[src/rtl/cpu_pkg.sv]
// Shared CPU datapath definitions: jump mode encodings, jump-unit FSM states, default widths.
package cpu_pkg;

  typedef enum logic [1:0] {
    JMODE_J   = 2'b00,
    JMODE_JAL = 2'b01,
    JMODE_JR  = 2'b10,
    JMODE_RSV = 2'b11
  } jmode_t;

  typedef enum logic [1:0] {
    S_IDLE = 2'b00,
    S_CALC = 2'b01,
    S_HOLD = 2'b10
  } jstate_t;

  localparam int unsigned DEF_ADDR_W = 32;
  localparam int unsigned DEF_IDX_W  = 26;
  localparam int unsigned DEF_ALIGN  = 2;

endpackage

[src/rtl/jt_concat.sv]
// Combinational target formatter: {hi, idx, ALIGN zero bits}; the hi field vanishes when HI_W==0.
module jt_concat #(
  parameter int unsigned ADDR_W = 32,
  parameter int unsigned IDX_W  = 26,
  parameter int unsigned ALIGN  = 2,
  parameter int unsigned HI_W   = ADDR_W - IDX_W - ALIGN,
  parameter int unsigned HI_PW  = (HI_W > 0) ? HI_W : 1
) (
  input  logic [HI_PW-1:0]  hi,
  input  logic [IDX_W-1:0]  idx,
  output logic [ADDR_W-1:0] addr
);

  logic [ADDR_W-1:0] low;

  // Shifting rather than replicating zeros keeps ALIGN==0 legal.
  assign low = ADDR_W'(idx) << ALIGN;

  generate
    if (HI_W > 0) begin : g_hi
      assign addr = {hi, low[ADDR_W-HI_W-1:0]};
    end else begin : g_nohi
      logic unused_hi;
      assign unused_hi = ^hi;
      assign addr      = low;
    end
  endgenerate

endmodule

[src/rtl/jump_target_gen.sv]
// J/JAL/JR jump-target unit with registered outputs and valid/ack handshake.
// Optional JR alignment check enabled by defining JUMP_ALIGN_CHECK_EN.
module jump_target_gen
  import cpu_pkg::*;
#(
  parameter int unsigned ADDR_W = DEF_ADDR_W,
  parameter int unsigned IDX_W  = DEF_IDX_W,
  parameter int unsigned ALIGN  = DEF_ALIGN
) (
  input  logic              clk,
  input  logic              rst,
  input  logic [ADDR_W-1:0] pc,
  input  logic              pc_ld,
  input  logic [IDX_W-1:0]  instr_index,
  input  logic [ADDR_W-1:0] reg_target,
  input  logic [1:0]        mode,
  input  logic              req,
  input  logic              ack,
  output logic [ADDR_W-1:0] target,
  output logic [ADDR_W-1:0] link,
  output logic              link_we,
  output logic              valid,
  output logic              busy,
  output logic              err
);

  localparam int unsigned HI_W  = ADDR_W - IDX_W - ALIGN;
  localparam int unsigned HI_PW = (HI_W > 0) ? HI_W : 1;

  jstate_t           state;
  logic [HI_PW-1:0]  pc_hi, pc_slice, eff_hi, r_hi;
  logic [ADDR_W-1:0] pc_full, eff_full, r_full, r_rt;
  logic [IDX_W-1:0]  r_idx;
  jmode_t            r_mode;
  logic [ADDR_W-1:0] jtarget;
  logic              align_err;
  logic              take;

  generate
    if (HI_W > 0) begin : g_slice
      assign pc_slice = pc[ADDR_W-1 -: HI_PW];
    end else begin : g_noslice
      assign pc_slice = '0;
    end
  endgenerate

  // A pc_ld coinciding with req is forwarded so the request sees the new PC.
  always_comb begin
    eff_hi   = pc_ld ? pc_slice : pc_hi;
    eff_full = pc_ld ? pc : pc_full;
    take     = req && ((state == S_IDLE) || ((state == S_HOLD) && ack));
  end

`ifdef JUMP_ALIGN_CHECK_EN
  localparam logic [ADDR_W-1:0] ALIGN_MASK = ADDR_W'((64'd1 << ALIGN) - 64'd1);
  assign align_err = |(r_rt & ALIGN_MASK);
`else
  assign align_err = 1'b0;
`endif

  jt_concat #(
    .ADDR_W (ADDR_W),
    .IDX_W  (IDX_W),
    .ALIGN  (ALIGN)
  ) u_concat (
    .hi   (r_hi),
    .idx  (r_idx),
    .addr (jtarget)
  );

  always_ff @(posedge clk) begin
    if (rst) begin
      state   <= S_IDLE;
      pc_hi   <= '0;
      pc_full <= '0;
      r_hi    <= '0;
      r_full  <= '0;
      r_rt    <= '0;
      r_idx   <= '0;
      r_mode  <= JMODE_J;
      target  <= '0;
      link    <= '0;
      link_we <= 1'b0;
      valid   <= 1'b0;
      busy    <= 1'b0;
      err     <= 1'b0;
    end else begin
      if (pc_ld) begin
        pc_hi   <= pc_slice;
        pc_full <= pc;
      end

      if (take) begin
        r_hi   <= eff_hi;
        r_full <= eff_full;
        r_rt   <= reg_target;
        r_idx  <= instr_index;
        r_mode <= jmode_t'(mode);
      end

      case (state)
        S_IDLE: begin
          if (req) begin
            state <= S_CALC;
            busy  <= 1'b1;
          end
        end
        S_CALC: begin
          state <= S_HOLD;
          valid <= 1'b1;
          case (r_mode)
            JMODE_J: begin
              target  <= jtarget;
              link    <= '0;
              link_we <= 1'b0;
              err     <= 1'b0;
            end
            JMODE_JAL: begin
              target  <= jtarget;
              link    <= r_full;
              link_we <= 1'b1;
              err     <= 1'b0;
            end
            JMODE_JR: begin
              target  <= r_rt;
              link    <= '0;
              link_we <= 1'b0;
              err     <= align_err;
            end
            default: begin
              target  <= '0;
              link    <= '0;
              link_we <= 1'b0;
              err     <= 1'b1;
            end
          endcase
        end
        S_HOLD: begin
          if (ack) begin
            valid   <= 1'b0;
            link_we <= 1'b0;
            err     <= 1'b0;
            if (req) begin
              state <= S_CALC;
            end else begin
              state <= S_IDLE;
              busy  <= 1'b0;
            end
          end
        end
        default: begin
          state <= S_IDLE;
          busy  <= 1'b0;
        end
      endcase
    end
  end

endmodule

[config.mk]
export PLATFORM = sky130hd
export DESIGN_NAME = jump_target_gen
export DESIGN_NICKNAME = d
export VERILOG_FILES = /design/src/rtl/cpu_pkg.sv /design/src/rtl/jt_concat.sv /design/src/rtl/jump_target_gen.sv
export SDC_FILE = /design/constraint.sdc
export NUM_CORES = 1
export LEC_CHECK = 0
export ABC_CLOCK_PERIOD_IN_PS = 1600
export CAP_MARGIN = 20
export CORE_MARGIN = 2
export CORE_UTILIZATION = 51
export DETAILED_ROUTE_END_ITERATION = 8
export HOLD_SLACK_MARGIN = 0.08
export PLACE_DENSITY = 0.8
export SYNTH_ARGS = -nofsm -noshare
export SYNTH_HDL_FRONTEND = slang
export SYNTH_SLANG_ARGS = --single-unit
[constraint.sdc]
create_clock -name clk -period 1.6 [get_ports clk]
set_clock_uncertainty 0.15 [all_clocks]
set_input_delay 0.32 -clock clk [delete_from_list [all_inputs] [get_ports clk]]
set_output_delay 0.32 -clock clk [all_outputs]
set_load 0.05 [all_outputs]
==> results.yml <==
setup_path:
  slowest_delay_ns: 0.42
  cp-start-kind: "flip-flop"
  worst_path_max_delay_cell: "dfxtp_1"
  crit_buf_inv: 1
  crit_fanout: 2
  required_ns: 1.13
  worstSetupEndpointType: "output port"
  crit_type: "reg2out"
  cp_top_family: "flip-flops"
  crit_chain: "buf_12"
  arrival_ns: 1.07
timing:
  worst_pin_slew_ns: 0.432
  slew_headroom_pct: 71.2
  finalCriticalPeriod_ns: 1.54
  fmax_ghz: 0.650
  fin_crit_sh_pct: 96.1
  drv_slew: 0
  setup_violations: 0
  holdWs_ns: 0.0935
  hold_viol: 0
  rsz0062_at_grt: "no"
  fin_tns_setup_ns: 0
power_and_ir_drop:
  p_leak_uw: 0.00407
  vdd_drop_max_v: 0.000771
  finalPower_uw: 11600
  power.density_nw_per_um2: 1050
yosys:
  synthTopCellsByArea: "dfxtp_1 (53%), a21oi_1 (6.5%), a211oi_2 (4.9%), mux2i_1 (4.7%), nand3_1 (4.0%)"
  synth_cell_types: 29
  yosysSeqAreaShare_pct: 52.7
  synthCells: 827
  yosysWarnings: 0
  synthFlopType: "dfxtp_1"
  yosys-top-cells-count: "dfxtp_1 (202), a21oi_1 (99), nor2_1 (74), nand3_1 (61), nand2_1 (60)"
  synth.most_common_cell: "dfxtp_1"
  syn-num-nets: 924
  syn_avg_cell_area_um2: 9.28
  yosys.area.top_type_share_pct: 52.7
  syn_area_um2: 7680
  async_reset_ff_share_pct: 0
  synth_edf_count: 0
  synth-seq-cells: 202
  yosysTopAreaCell: "dfxtp_1"
clock_network:
  tritoncts: "done"
  htreeDepth: 1
  cts_root_buf: "clkbuf_16"
  cts_sinks: 202
  clk_pin_slew_ns: 0.06
  clockBufferDepth: 3
  clkLatencyLatePin_ns: 0.48
  holdBufCountCts: 0
  cts_made_buffers: 20
floorplan:
  row_count: 44
  die_y_um: 127
  start_util_pct: 52.4
  fp.dieArea_um2: 16100
  core_area_um2: 14600
  io_pins: 165
  die_w_um: 127
global_routing:
  grt_pass1_wl_um: 32800
  grt_usage_pct: 24.7
  grt_pass1_vias: 6489
  overflow: 0
  grt_max_degree: 54
  antenna_found_initial: 0
detailed_routing:
  dr.pass1.iters: 6
  first_iter_violations: 468
  vias: 6686
  drc: 0
  detail-route-antenna-nets: 0
  routedWlPerCell_um: 17.4
  avgViaCountPerCell: 5.72
  wirelength_um: 20400
hold_path:
  worstHoldPathType: "in2reg"
cells_and_area:
  diodes: 0
  final_layout_size_suffix_gt1_share_pct: 18.6
  final_cell_area_um2: 11100
  area_growth_pct: 44.2
  final_nets: 1068
placed_design:
  place_area_um2: 10400
  portBuffers: 164
  gp_congestion: 0.803
  dpl.hpwl_um: 13100
outcome:
  status: "completed"
job:
  max_cap_violations: 0
==> path summary, 6_finish.rpt <==
check / startpoint / endpoint / slack [ns] / cells after the start
worst max-delay path: target[29]$_SDFFE_PP0P_ / target[29] / 0.06 / 1
worst min-delay path: rst / link[2]$_SDFFE_PP0P_ / 0.09 / 2
worst max register to register: state[0]$_SDFFE_PP0P_ / r_idx[10]$_SDFFE_PP0P_ / 0.07 / 6
worst min register to register: r_rt[28]$_SDFFE_PP0P_ / target[28]$_SDFFE_PP0P_ / 0.30 / 2
==> where the power goes <==
group	leakage, µW	switching (µW)	internal, µW
sequential	0.00165	144	5290
combinational	0.00209	750	717
clock	0.000325	1830	2870
total	0.00407	2720	8870
==> timing repair <==
| item | in CTS | in global routing |
|---|---|---|
| hold endpoints to repair | 0 | 0 |
| setup endpoints to repair | 4 | 2 |
| resized for setup | 1 | 2 |
| setup buffers | 0 | 0 |
==> routing by layer <==
layer,share of wire [%],global-route usage (%),vias up
li1,-,-,3223
met1,42,33.3,3156
met2,49,42.6,274
met3,6.6,3.16,33
met4,1.9,5.88,0
met5,0,0,-
==> flip-flops by register name, indices dropped and copies added (netlist names) <==
register  cells
target       32
r_hi          4
r_rt         32
pc_hi         4
link_we       1
state         2
r_full       32
busy          1
valid         1
err           1
link         32
r_mode        2
pc_full      32
r_idx        26
==> layout by cell type (no fill, tap or decap), types with 2 or more instances in the layout <==
cell             instances
nand3_1                 61
clkbuf_16               21
bufinv_16                2
nand2_1                 60
o21ai_0                 45
clkbuf_8                 3
inv_1                    2
nand2b_2                 2
dfxtp_1                201
mux2i_1                 36
a31oi_1                 31
nor2b_4                  2
buf_12                  88
buf_4                   25
clkbuf_1                 7
nor3_1                   2
clkdlybuf4s50_1         94
a22oi_1                 34
a211oi_1                 6
clkinv_2                 2
a21oi_1                 98
o21ai_1                 15
nand3b_1                31
nor2_1                  74
a211oi_2                30
==> stage by stage <==
step	util, %	std cells	setup WS [ns]
floorplan	-	827	0.219
global placement	71.0	1133	-0.239
detailed placement	71.0	1133	-0.267
CTS	75.6	1168	0.0580
global route	75.6	1168	0.00965
finish	75.6	1168	0.0623
==> logic make-up after synthesis <==
| kind of cell | share of synthesized area [%] |
|---|---|
| mux | 4.69 |
| simple gates | 14.7 |
| flops | 52.7 |
| buf+inv | 6.03 |
| compound gates | 21.9 |
==> area by class of cell <==
cell class                 instances  area (µm²)
sequential                       202        4050
tap                              184         230
multi-input combinational        536        3220
inverter                           2        7.51
fill                             986        3570
clock inverter                     4        70.1
clock buffer                      31         593
timing repair buffer             209        2910
Power figures use the tool's default switching activity.
